File: config.mk
export PLATFORM = sky130hd
export DESIGN_NAME = pulse_period_meter
export DESIGN_NICKNAME = d
export VERILOG_FILES = /design/src/rtl/pulse_period_meter.sv
export SDC_FILE = /design/constraint.sdc
export NUM_CORES = 1
export LEC_CHECK = 0
export ABC_AREA = 0
export CORE_ASPECT_RATIO = 0.7
export CORE_MARGIN = 1
export CORE_UTILIZATION = 45
export CTS_CLUSTER_SIZE = 20
export DETAILED_ROUTE_END_ITERATION = 8
export HOLD_SLACK_MARGIN = 0.02
export PLACE_DENSITY_LB_ADDON = 0.3
export SETUP_SLACK_MARGIN = 0.3
export SYNTH_ARGS = -nofsm -noshare
export SYNTH_HDL_FRONTEND = slang
export SYNTH_SLANG_ARGS = --single-unit
File: constraint.sdc
create_clock -name clk -period 2.5 [get_ports clk]
set_input_delay 0.5 -clock clk [delete_from_list [all_inputs] [get_ports clk]]
set_output_delay 0.5 -clock clk [all_outputs]
set_load 0.005 [all_outputs]
File: src/rtl/pulse_period_meter.sv
// Measures the interval between rising edges of pulse_in in whole milliseconds, with loss-of-stream timeout.
// Define PULSE_SYNC_EN to pass pulse_in through a 2-flop synchronizer (adds 2 clk of latency).
module pulse_period_meter #(
  parameter int CLK_FREQUENCY = 50_000_000,
  parameter int TIMEOUT_MS    = 255
) (
  input  logic       clk,
  input  logic       reset,
  input  logic       pulse_in,
  output logic [7:0] period_ms,
  output logic       valid,
  output logic       new_sample,
  output logic       timeout
);

  localparam int MS_CYCLES = CLK_FREQUENCY / 1000;
  localparam int PW        = (MS_CYCLES > 1) ? $clog2(MS_CYCLES) : 1;
  localparam logic [PW-1:0] PRESC_LAST   = PW'(MS_CYCLES - 1);
  localparam logic [7:0]    TIMEOUT_LAST = 8'(TIMEOUT_MS - 1);

  typedef enum logic [1:0] {S_IDLE, S_MEASURE, S_TIMEOUT} state_t;

  state_t        state, next_state;
  logic          pulse_s, sample_ok;
  logic          prev, armed, rise;
  logic [PW-1:0] presc;
  logic [7:0]    ms_count, ms_next;
  logic          tick, expire, take_sample, go_timeout;

`ifdef PULSE_SYNC_EN
  logic sync1, sync2, fill1, fill2;

  // fill1/fill2 mark when sync2 carries a real post-reset sample of pulse_in
  always_ff @(posedge clk) begin
    if (reset) begin
      sync1 <= 1'b0;
      sync2 <= 1'b0;
      fill1 <= 1'b0;
      fill2 <= 1'b0;
    end else begin
      sync1 <= pulse_in;
      sync2 <= sync1;
      fill1 <= 1'b1;
      fill2 <= fill1;
    end
  end

  assign pulse_s   = sync2;
  assign sample_ok = fill2;
`else
  assign pulse_s   = pulse_in;
  assign sample_ok = 1'b1;
`endif

  // An edge is only accepted once the input has been seen low after reset,
  // so a level held high through reset release never counts as a boundary.
  always_ff @(posedge clk) begin
    if (reset) begin
      prev  <= 1'b0;
      armed <= 1'b0;
    end else begin
      prev <= pulse_s;
      if (sample_ok && !pulse_s) armed <= 1'b1;
    end
  end

  assign rise = pulse_s & ~prev & armed;

  always_ff @(posedge clk) begin
    if (reset) state <= S_IDLE;
    else       state <= next_state;
  end

  always_comb begin
    next_state = state;
    case (state)
      S_IDLE:    if (rise) next_state = S_MEASURE;
      S_MEASURE: if (!rise && expire) next_state = S_TIMEOUT;
      S_TIMEOUT: if (rise) next_state = S_MEASURE;
      default:   next_state = S_IDLE;
    endcase
  end

  // A tick landing on the same cycle as an edge is folded into the captured value.
  always_comb begin
    tick        = (state == S_MEASURE) && (presc == PRESC_LAST);
    ms_next     = (ms_count == 8'd255) ? 8'd255 : ms_count + {7'b0, tick};
    expire      = tick && (ms_count == TIMEOUT_LAST);
    take_sample = (state == S_MEASURE) && rise;
    go_timeout  = (state == S_MEASURE) && !rise && expire;
  end

  always_ff @(posedge clk) begin
    if (reset) begin
      presc      <= '0;
      ms_count   <= '0;
      period_ms  <= '0;
      valid      <= 1'b0;
      new_sample <= 1'b0;
      timeout    <= 1'b0;
    end else begin
      new_sample <= take_sample;

      if (rise) begin
        presc    <= '0;
        ms_count <= '0;
      end else if (state == S_MEASURE) begin
        presc    <= tick ? '0 : presc + 1'b1;
        ms_count <= ms_next;
      end

      if (take_sample) begin
        period_ms <= ms_next;
        valid     <= 1'b1;
      end

      if (go_timeout) begin
        timeout   <= 1'b1;
        valid     <= 1'b0;
        period_ms <= '0;
      end

      if ((state == S_TIMEOUT) && rise) timeout <= 1'b0;
    end
  end

endmodule

* Word level (Yosys, flattened, before mapping)
Cells that the tools add are included.
** Word-level totals
- Logic and storage cells :: 40
- Bits in writable memories :: 0
- Output and inout port bits :: 11
- Input port bits :: 3
- Memory bits (read-only) :: 0
- Memories kept :: 0
- Register bits after elaboration :: 39
- Latch bits :: 0
** Cells by class
- Multiplexer cells :: 5
- Order comparisons :: 0
- Divide/modulo/power cells :: 0
- Bitwise operators :: 3
- Eq/ne operators :: 7
- Multiply operators :: 0
- Shift-type cells :: 0
- Add/sub/neg operators :: 2
- Reduce and logical (&&, ||, !) cells :: 14
** Operators with widths (count)
- 16-bit by 1-bit adder with 16-bit output (second input constant) :: 1
- 16-bit == test (second input constant) :: 1
- 8-bit == test (second input constant) :: 2
- 16-bit two-way mux :: 1
- 8-bit by 1-bit adder with 8-bit output :: 1
- 8-bit two-way mux :: 1
- 2-bit OR reduction :: 4
- 1-bit logical AND :: 7
- 2-bit two-way mux :: 2
- 2-bit case mux with 2 select lines :: 1
- 1-bit bitwise AND :: 2
- 2-bit by 1-bit == test with 1-bit output (second input constant) :: 1
- 2-bit == test (second input constant) :: 1
- 2-bit logical NOT :: 1
- 2-bit by 1-bit inequality test with 1-bit output (second input constant) :: 1
- 2-bit inequality test (second input constant) :: 1
- 2-bit AND reduction :: 1
- 1-bit logical NOT :: 1
- 1-bit NOT :: 1

* Longest topological paths before layout
Gate-level depths: netlist of the first run.
- Word-level depth :: 7
- Depth in mapped cells :: 11
- Gate-level depth less buffers :: 10

* Least setup slack after synthesis of the first run
OpenSTA, ideal clock, no wires.
- Path type :: register -> register
- Start :: reg presc[0]
- End :: reg period_ms[6]
- Setup slack :: 64 ps
- Buffers on the path :: 1
- Required time :: 2430 ps
- Data arrival time :: 2366 ps
- Stages on the path, launching flop included :: 11
- Clock period less this slack :: 2436 ps
- Library setup time :: 70 ps
- Cells stage by stage :: dfxtp_1 > ha_1 > nand2_2 > or4_4 > buf_6 > nor2_1 > ha_1 > ha_1 > a41oi_1 > or3_1 > a21oi_1
** On the way
- Longest elaborated chain between the ends :: 5
- Elaborated cells on any way between the ends :: 7
- Those cells by class :: 1 x add/sub; 1 x eq/ne; 1 x mux; 4 x reduce/logical
** Ends and longest elaborated chain
- start, declared :: line 26 : logic [PW-1:0] presc;
- start signal, assigned :: line 108 : presc <= tick ? '0 : presc + 1'b1;
- 16-bit == test * :: line 86 : tick = (state == S_MEASURE) && (presc == PRESC_LAST);
- 1-bit logical AND * :: line 86
- branches (longest 3 deep; another with 8-bit by 1-bit adder with 8-bit output)
- end signal, assigned :: line 113 : period_ms <= ms_next;
- end, declared :: line 10 : output logic [7:0] period_ms,
Mark *: on every way between the ends.
A chain may end at the register's enable or synchronous reset.

* Final worst setup path of the first run
- Start :: reg presc[13]
- End :: reg period_ms[6]
Same word-level chain as after synthesis.

==> results.py, run 1 <==
metrics = {
    "setup_path": {
        "cp_max_fo": 5,
        "crit_top_cell": "ha_4",
        "worst_setup_path_start_kind": "flip-flop",
        "path_buf_inv": 0,
        "worstPathArrival_ns": 2.47,
        "crit_chain": "nand4bb_1 > or4_4 > nor2_4 > ha_4 > ha_4 > a41oi_2 > or3_4 > a21oi_2",
        "cp_top_family": "simple AND/OR/NAND/NOR gates",
        "cp.required_ns": 2.74,
        "end_kind": "flip-flop",
        "cp_slowest_cell": "or4_4",
        "slowest_delay_ns": 0.57,
        "path_class": "reg2reg",
    },
    "timing": {
        "slew_viol_final": 0,
        "hold_violations": 0,
        "worst_pin_slew_ns": 0.483,
        "max_freq_mhz": 448,
        "period_share_pct": 89.2,
        "finClkSkew_ns": 0.00685,
        "finalSetupTns_ns": 0,
        "rsz0062_at_grt": "yes",
        "setup_viol": 0,
        "maxSlewHeadroom_pct": 67.8,
        "min_period_ns": 2.23,
    },
    "clock_tree": {
        "cts_max_level": 2,
        "clk_latency_ns": 0.30,
        "clockBufferDepth": 2,
        "cts_tree": "done",
        "clock_sinks": 39,
        "clk_pin_slew_ns": 0.07,
        "cts_hold_buffers": 0,
        "clockRootBuffer": "clkbuf_8",
        "cts-buffers-inserted": 5,
    },
    "placement": {
        "place_congestion": 0.888,
        "dp_hpwl_mm": 2.99,
        "dp_cells": 294,
        "numPortBuffers": 13,
    },
    "status": {
        "status": "finished clean",
    },
    "final_layout": {
        "n_antenna_cell": 0,
        "nNetsFinal": 260,
        "instances_no_fill": 307,
        "area_growth_pct": 27.3,
        "fill_cells": 350,
        "drive_above_1_share_pct": 20.0,
    },
    "route": {
        "vias": 1723,
        "drt_iter0_markers": 167,
        "routed_wl_mm": 4.41,
        "routedWlPerCell_um": 14.4,
        "firstDrtPassIters": 4,
        "drc": 0,
        "ant_nets": 0,
        "drt-vias-per-instance": 5.61,
    },
    "power_and_ir_drop": {
        "p_sw_share_pct": 22.0,
        "power_frac_comb_pct": 5.2,
        "pwr-share-seq_pct": 50.9,
        "p_per_area_nw_per_um2": 524,
        "p_leak_nw": 0.782,
        "p_int_uw": 977,
        "p_sw_uw": 275,
        "ir_worst_vdd_v": 0.000299,
        "clockPowerShare_pct": 43.8,
    },
    "logic_synthesis": {
        "synth-simple-area-share_pct": 31.6,
        "synth-warning-count": 0,
        "synthTopCellsByArea": "dfxtp_1, nor2_1, a21oi_1",
        "synth_seq_area_share_pct": 41.6,
        "synthArstFlopShare_pct": 0,
        "ys_ff_latch": 39,
        "postSynthNetCount": 231,
        "yosysUniqueCellTypes": 44,
        "syn_area_per_cell_um2": 8.35,
        "netlist_area_um2": 1880,
        "synth_xor_area_share_pct": 4.20,
        "synth_top_area_cell": "dfxtp_1",
        "synthDominantCellAreaShare_pct": 41.6,
        "synthMuxAreaShare_pct": 0.600,
        "synthAdderAreaFrac_pct": 2.00,
        "synth_compound_area_share_pct": 16.7,
        "synth_top_family_by_area": "simple AND/OR/NAND/NOR gates",
        "synth_edf_count": 0,
        "synthCells": 225,
        "synth-main-ff-cell": "dfxtp_1",
    },
    "grt": {
        "grt_overflow": 0,
        "grt_pass1_vias": 1509,
        "grt_pass1_wl_mm": 7.33,
        "antenna_found_initial": 0,
        "grt_use_total_pct": 22.1,
        "grt_max_degree": 15,
    },
    "die": {
        "rows": 19,
        "fp.dieH_um": 56.1,
        "core_area_um2": 3970,
        "top_level_ports": 14,
        "die_w_um": 79.2,
        "dieArea_um2": 4440,
        "start_util_pct": 47.3,
    },
    "flow_run": {
        "maxCapViolations": 0,
    },
    "min_path": {
        "hold_path.class": "reg2reg",
    },
}
==> flip-flops by register name, summed over array words and instances (netlist names) <==
register and cells:
prev 1, state 2, armed 1, period_ms 8
presc 16, ms_count 8, new_sample 1, timeout 1
valid 1
==> synth_stat cells, drive strengths merged (4+ instances only) <==
master and n:
o21ai 7, or3 9, nand3 6, nand2 25
inv 6, nor2 30, clkbuf 5, xor2 5
nor3 10, dfxtp 39, a211oi 8, nand4 5
o31ai 5, xnor2 4, a21oi 20, or4 5
==> through the flow <==
| stage | setup WS, ns | area [um2] | util, % | hold WS (ns) | power (mW) |
|---|---|---|---|---|---|
| global placement | 0.102 | 2200 | 55.4 | 0.436 | 0.716 |
| detailed placement | 0.0903 | 2200 | 55.4 | 0.442 | 0.717 |
| CTS | 0.284 | 2350 | 59.3 | 0.453 | 1.27 |
| finish | 0.270 | 2390 | 60.2 | 0.448 | 1.25 |
| floorplan | 0.300 | 1940 | - | 0.434 | 0.690 |
| global route | 0.172 | 2390 | 60.2 | 0.471 | 1.31 |
==> cell usage in the layout (no fill, tap or decap), types with 5 or more instances in the layout <==
cell type / synthesis / final
o21ai_0: 6 / 5
a21oi_1: 20 / 18
nand2_1: 24 / 24
buf_4: 0 / 16
or3_1: 8 / 7
a211oi_1: 8 / 8
nand4_1: 5 / 5
nor2_1: 30 / 28
nand3_1: 6 / 5
dfxtp_2: 0 / 6
xor2_1: 5 / 5
clkdlybuf4s50_1: 0 / 13
clkbuf_8: 0 / 6
nor3_1: 10 / 9
dfxtp_1: 39 / 32
inv_1: 6 / 6
==> power by group through the flow <==
| stage | Combinational [mW] | Sequential (mW) | Clock, mW |
|---|---|---|---|
| after floorplan | 0.0390 | 0.651 | 0 |
| after global placement | 0.0637 | 0.653 | 0 |
| after detailed placement | 0.0642 | 0.653 | 0 |
| after CTS | 0.0641 | 0.638 | 0.564 |
| after global routing | 0.0715 | 0.639 | 0.595 |
| final | 0.0655 | 0.638 | 0.549 |
==> area by class of cell <==
type / instances / area (um2) / share of cell area [%]
inverter: 6 / 22.5 / 0.942
clock buffer: 6 / 82.6 / 3.45
clock inverter: 2 / 35.0 / 1.47
tap: 52 / 65.1 / 2.72
timing repair buffer: 30 / 270 / 11.3
sequential: 39 / 792 / 33.1
multi-input combinational: 172 / 1120 / 47.0
==> path summary, 6_finish.rpt <==
path	from	slack (ns)	end	depth (start not counted)
hold reg to reg	period_ms[7]$_SDFFE_PP0P_	0.45	period_ms[7]$_SDFFE_PP0P_	2
setup / recovery	presc[13]$_SDFFE_PP0N_	0.27	period_ms[6]$_SDFFE_PP0P_	8
hold / removal	period_ms[7]$_SDFFE_PP0P_	0.45	period_ms[7]$_SDFFE_PP0P_	2
setup reg to reg	presc[13]$_SDFFE_PP0N_	0.27	period_ms[6]$_SDFFE_PP0P_	8
==> timing repair <==
action                     in CTS  in global routing
gates resized for setup         3                  8
setup endpoints to repair       5                  9
pin swaps                       1                 10
cloned                          0                  0
setup buffers                   4                  1
==> per-layer routing <==
metal	GRT usage (%)	share of wire, %
met2	27.8	38
met1	34.3	53
met5	0	0
met4	10.9	1.5
met3	4.92	7.6
==> worst reg2reg max path, stage by stage (launching register included) <==
cell,delay [ns]
dfxtp_4,0.36
nand4bb_1,0.17
or4_4,0.57
nor2_4,0.11
ha_4,0.16
ha_4,0.16
a41oi_2,0.10
or3_4,0.41
a21oi_2,0.13
==> logic make-up after synthesis <==
group | Yosys count
xor+xnor | 9
mux | 1
simple gates | 111
buf+inv | 14
flops | 39
fa+ha+maj | 3
compound gates | 48
No activity file was read; power rests on OpenSTA's default activity.
==> run 2: changes to the inputs <==
--- a/config.mk
+++ b/config.mk
@@ -8,11 +8,12 @@
 export ABC_AREA = 0
 export CORE_ASPECT_RATIO = 0.7
 export CORE_MARGIN = 1
-export CORE_UTILIZATION = 45
+export CORE_UTILIZATION = 52
 export CTS_CLUSTER_SIZE = 20
 export DETAILED_ROUTE_END_ITERATION = 8
+export GPL_ROUTABILITY_DRIVEN = 0
 export HOLD_SLACK_MARGIN = 0.02
-export PLACE_DENSITY_LB_ADDON = 0.3
+export PLACE_DENSITY = 0.75
 export SETUP_SLACK_MARGIN = 0.3
 export SYNTH_ARGS = -nofsm -noshare
 export SYNTH_HDL_FRONTEND = slang
==> results.py, run 2 (same netlist as run 1, synthesis figures left out) <==
metrics = {
    "final_layout": {
        "top_register": "presc",
        "final_common_cell": "dfxtp_1",
        "n_antenna_cell": 0,
        "area_growth_pct": 22.8,
        "fill_cells": 274,
        "largest_reg_flops": 16,
        "mostFrequentLayoutCells": "dfxtp_1, nor2_1, nand2_1, a21oi_1, buf_4",
        "reg.largest.list": "presc x16, ms_count x8, period_ms x8",
        "drive_above_1_share_pct": 17.9,
        "nNetsFinal": 257,
    },
    "grt": {
        "grt_max_degree": 15,
        "grt_use_total_pct": 26.5,
        "grt_pass1_vias": 1567,
        "grt_overflow": 0,
        "grt_pass1_wl_mm": 7.52,
        "antenna_found_initial": 0,
    },
    "timing": {
        "setup_viol": 0,
        "finClkSkew_ns": 0.00516,
        "finalSetupTns_ns": 0,
        "period_share_pct": 89.5,
        "slew_viol_final": 0,
        "maxSlewHeadroom_pct": 68.3,
        "hold_ws_ns": 0.449,
        "rsz0062_at_grt": "yes",
        "hold_violations": 0,
        "worst_pin_slew_ns": 0.475,
        "max_freq_mhz": 447,
        "min_period_ns": 2.24,
    },
    "setup_path": {
        "critPathLaunch": "presc[13]$_SDFFE_PP0N_",
        "cp_max_fo": 6,
        "crit_top_cell": "ha_4",
        "path_buf_inv": 0,
        "crit_chain": "nand4bb_1 > or4_4 > nor2_4 > ha_4 > ha_4 > a41oi_2 > or3_1 > a21oi_1",
        "worstPathArrival_ns": 2.46,
        "r2r_slack_ns": 0.26,
        "rr_worst_depth": 8,
        "r2r-end": "ms_count[6]$_SDFFE_PP0N_",
        "cp.required_ns": 2.72,
        "worst_setup_path_start_kind": "flip-flop",
        "cp_slowest_cell": "or4_4",
        "end_kind": "flip-flop",
        "path_class": "reg2reg",
        "r2r-start": "presc[13]$_SDFFE_PP0N_",
        "slowest_delay_ns": 0.56,
        "cp_top_family": "simple AND/OR/NAND/NOR gates",
    },
    "die": {
        "top_level_ports": 14,
        "die_w_um": 73.8,
        "start_util_pct": 57.0,
        "fp.dieH_um": 52.3,
        "rows": 17,
        "dieArea_um2": 3860,
        "core_area_um2": 3300,
    },
    "clock_tree": {
        "clockBufferDepth": 2,
        "clk_latency_ns": 0.29,
        "clockRootBuffer": "clkbuf_8",
        "cts_tree": "done",
        "clock_sinks": 39,
        "cts_max_level": 2,
        "cts-buffers-inserted": 5,
        "clk_pin_slew_ns": 0.07,
    },
    "route": {
        "firstDrtPassIters": 4,
        "routed_wl_mm": 4.54,
        "drt_iter0_markers": 115,
        "drt-vias-per-instance": 5.87,
        "routedWlPerCell_um": 15.2,
        "drc": 0,
        "ant_nets": 0,
        "vias": 1755,
    },
    "placement": {
        "numPortBuffers": 13,
        "dp_hpwl_mm": 3.28,
    },
    "min_path": {
        "hold_path.class": "reg2reg",
        "min_path_cells": 2,
        "hp-start": "period_ms[6]$_SDFFE_PP0P_",
        "whs_endpoint": "period_ms[6]$_SDFFE_PP0P_",
    },
    "status": {
        "status": "finished clean",
    },
    "power_and_ir_drop": {
        "ir_worst_vdd_v": 0.000330,
        "p_per_area_nw_per_um2": 479,
        "p_leak_nw": 0.744,
    },
    "flow_run": {
        "maxCapViolations": 0,
    },
}
-- run 2: worst max-delay path by stage --
stage | to | slack [ns] | cells after the start
finish | ms_count[6]$_SDFFE_PP0N_ | 0.26 | 8
global route | ms_count[7]$_SDFFE_PP0N_ | 0.17 | 8
CTS | ms_count[4]$_SDFFE_PP0N_ | 0.27 | 9
detailed placement | timeout$_SDFFE_PP0P_ | 0.06 | 5
global placement | valid$_SDFFE_PP0P_ | 0.11 | 5
floorplan | period_ms[7]$_SDFFE_PP0P_ | 0.30 | 9
-- run 2: cell type report --
cell class | count | area (um2) | share of cell area (%)
Multi-Input combinational cell | 172 | 1120 | 48.5
Sequential cell | 39 | 791 | 34.3
Timing Repair Buffer | 27 | 235 | 10.2
Clock buffer | 7 | 76.3 | 3.31
Tap cell | 47 | 58.8 | 2.55
Inverter | 6 | 22.5 | 0.977
Clock inverter | 1 | 5.00 | 0.217
-- run 2: timing repair --
item,4_1_cts,5_1_grt
hold buffers,0,0
setup buffers,3,2
setup endpoints to repair,8,12
gates resized for setup,7,3
pin swaps,2,2
-- run 2: tightest hold or removal path, cell delays in order (launching register included) --
cell	delay, ns
dfxtp_1	0.31
nand2_1	0.05
a21oi_1	0.05
-- run 2: per-stage QoR --
stage / power, mW / cell area [um2] / std cells / worst slack, ns / utilization (%)
6_report: 1.10 / 2310 / 299 / 0.263 / 69.9
5_1_grt: 1.15 / 2310 / 299 / 0.169 / 69.9
4_1_cts: 1.11 / 2280 / 297 / 0.267 / 69.2
3_5_place_dp: 0.712 / 2160 / 286 / 0.0556 / 65.5
3_3_place_gp: 0.709 / 2160 / 286 / 0.114 / 65.5
2_1_floorplan: 0.690 / 1940 / 225 / 0.300 / -
-- run 2: report_power, final --
| group | total (mW) | switching, mW | internal (mW) |
|---|---|---|---|
| sequential | 0.641 | 0.0116 | 0.630 |
| combinational | 0.0615 | 0.0369 | 0.0245 |
| clock | 0.402 | 0.206 | 0.196 |
-- run 2: layer usage --
layer / share of wire (%) / GRT usage (%)
met1: 49 / 38.5
met2: 42 / 38.7
met3: 8.1 / 5.19
met4: 1.3 / 9.29
met5: 0 / 0
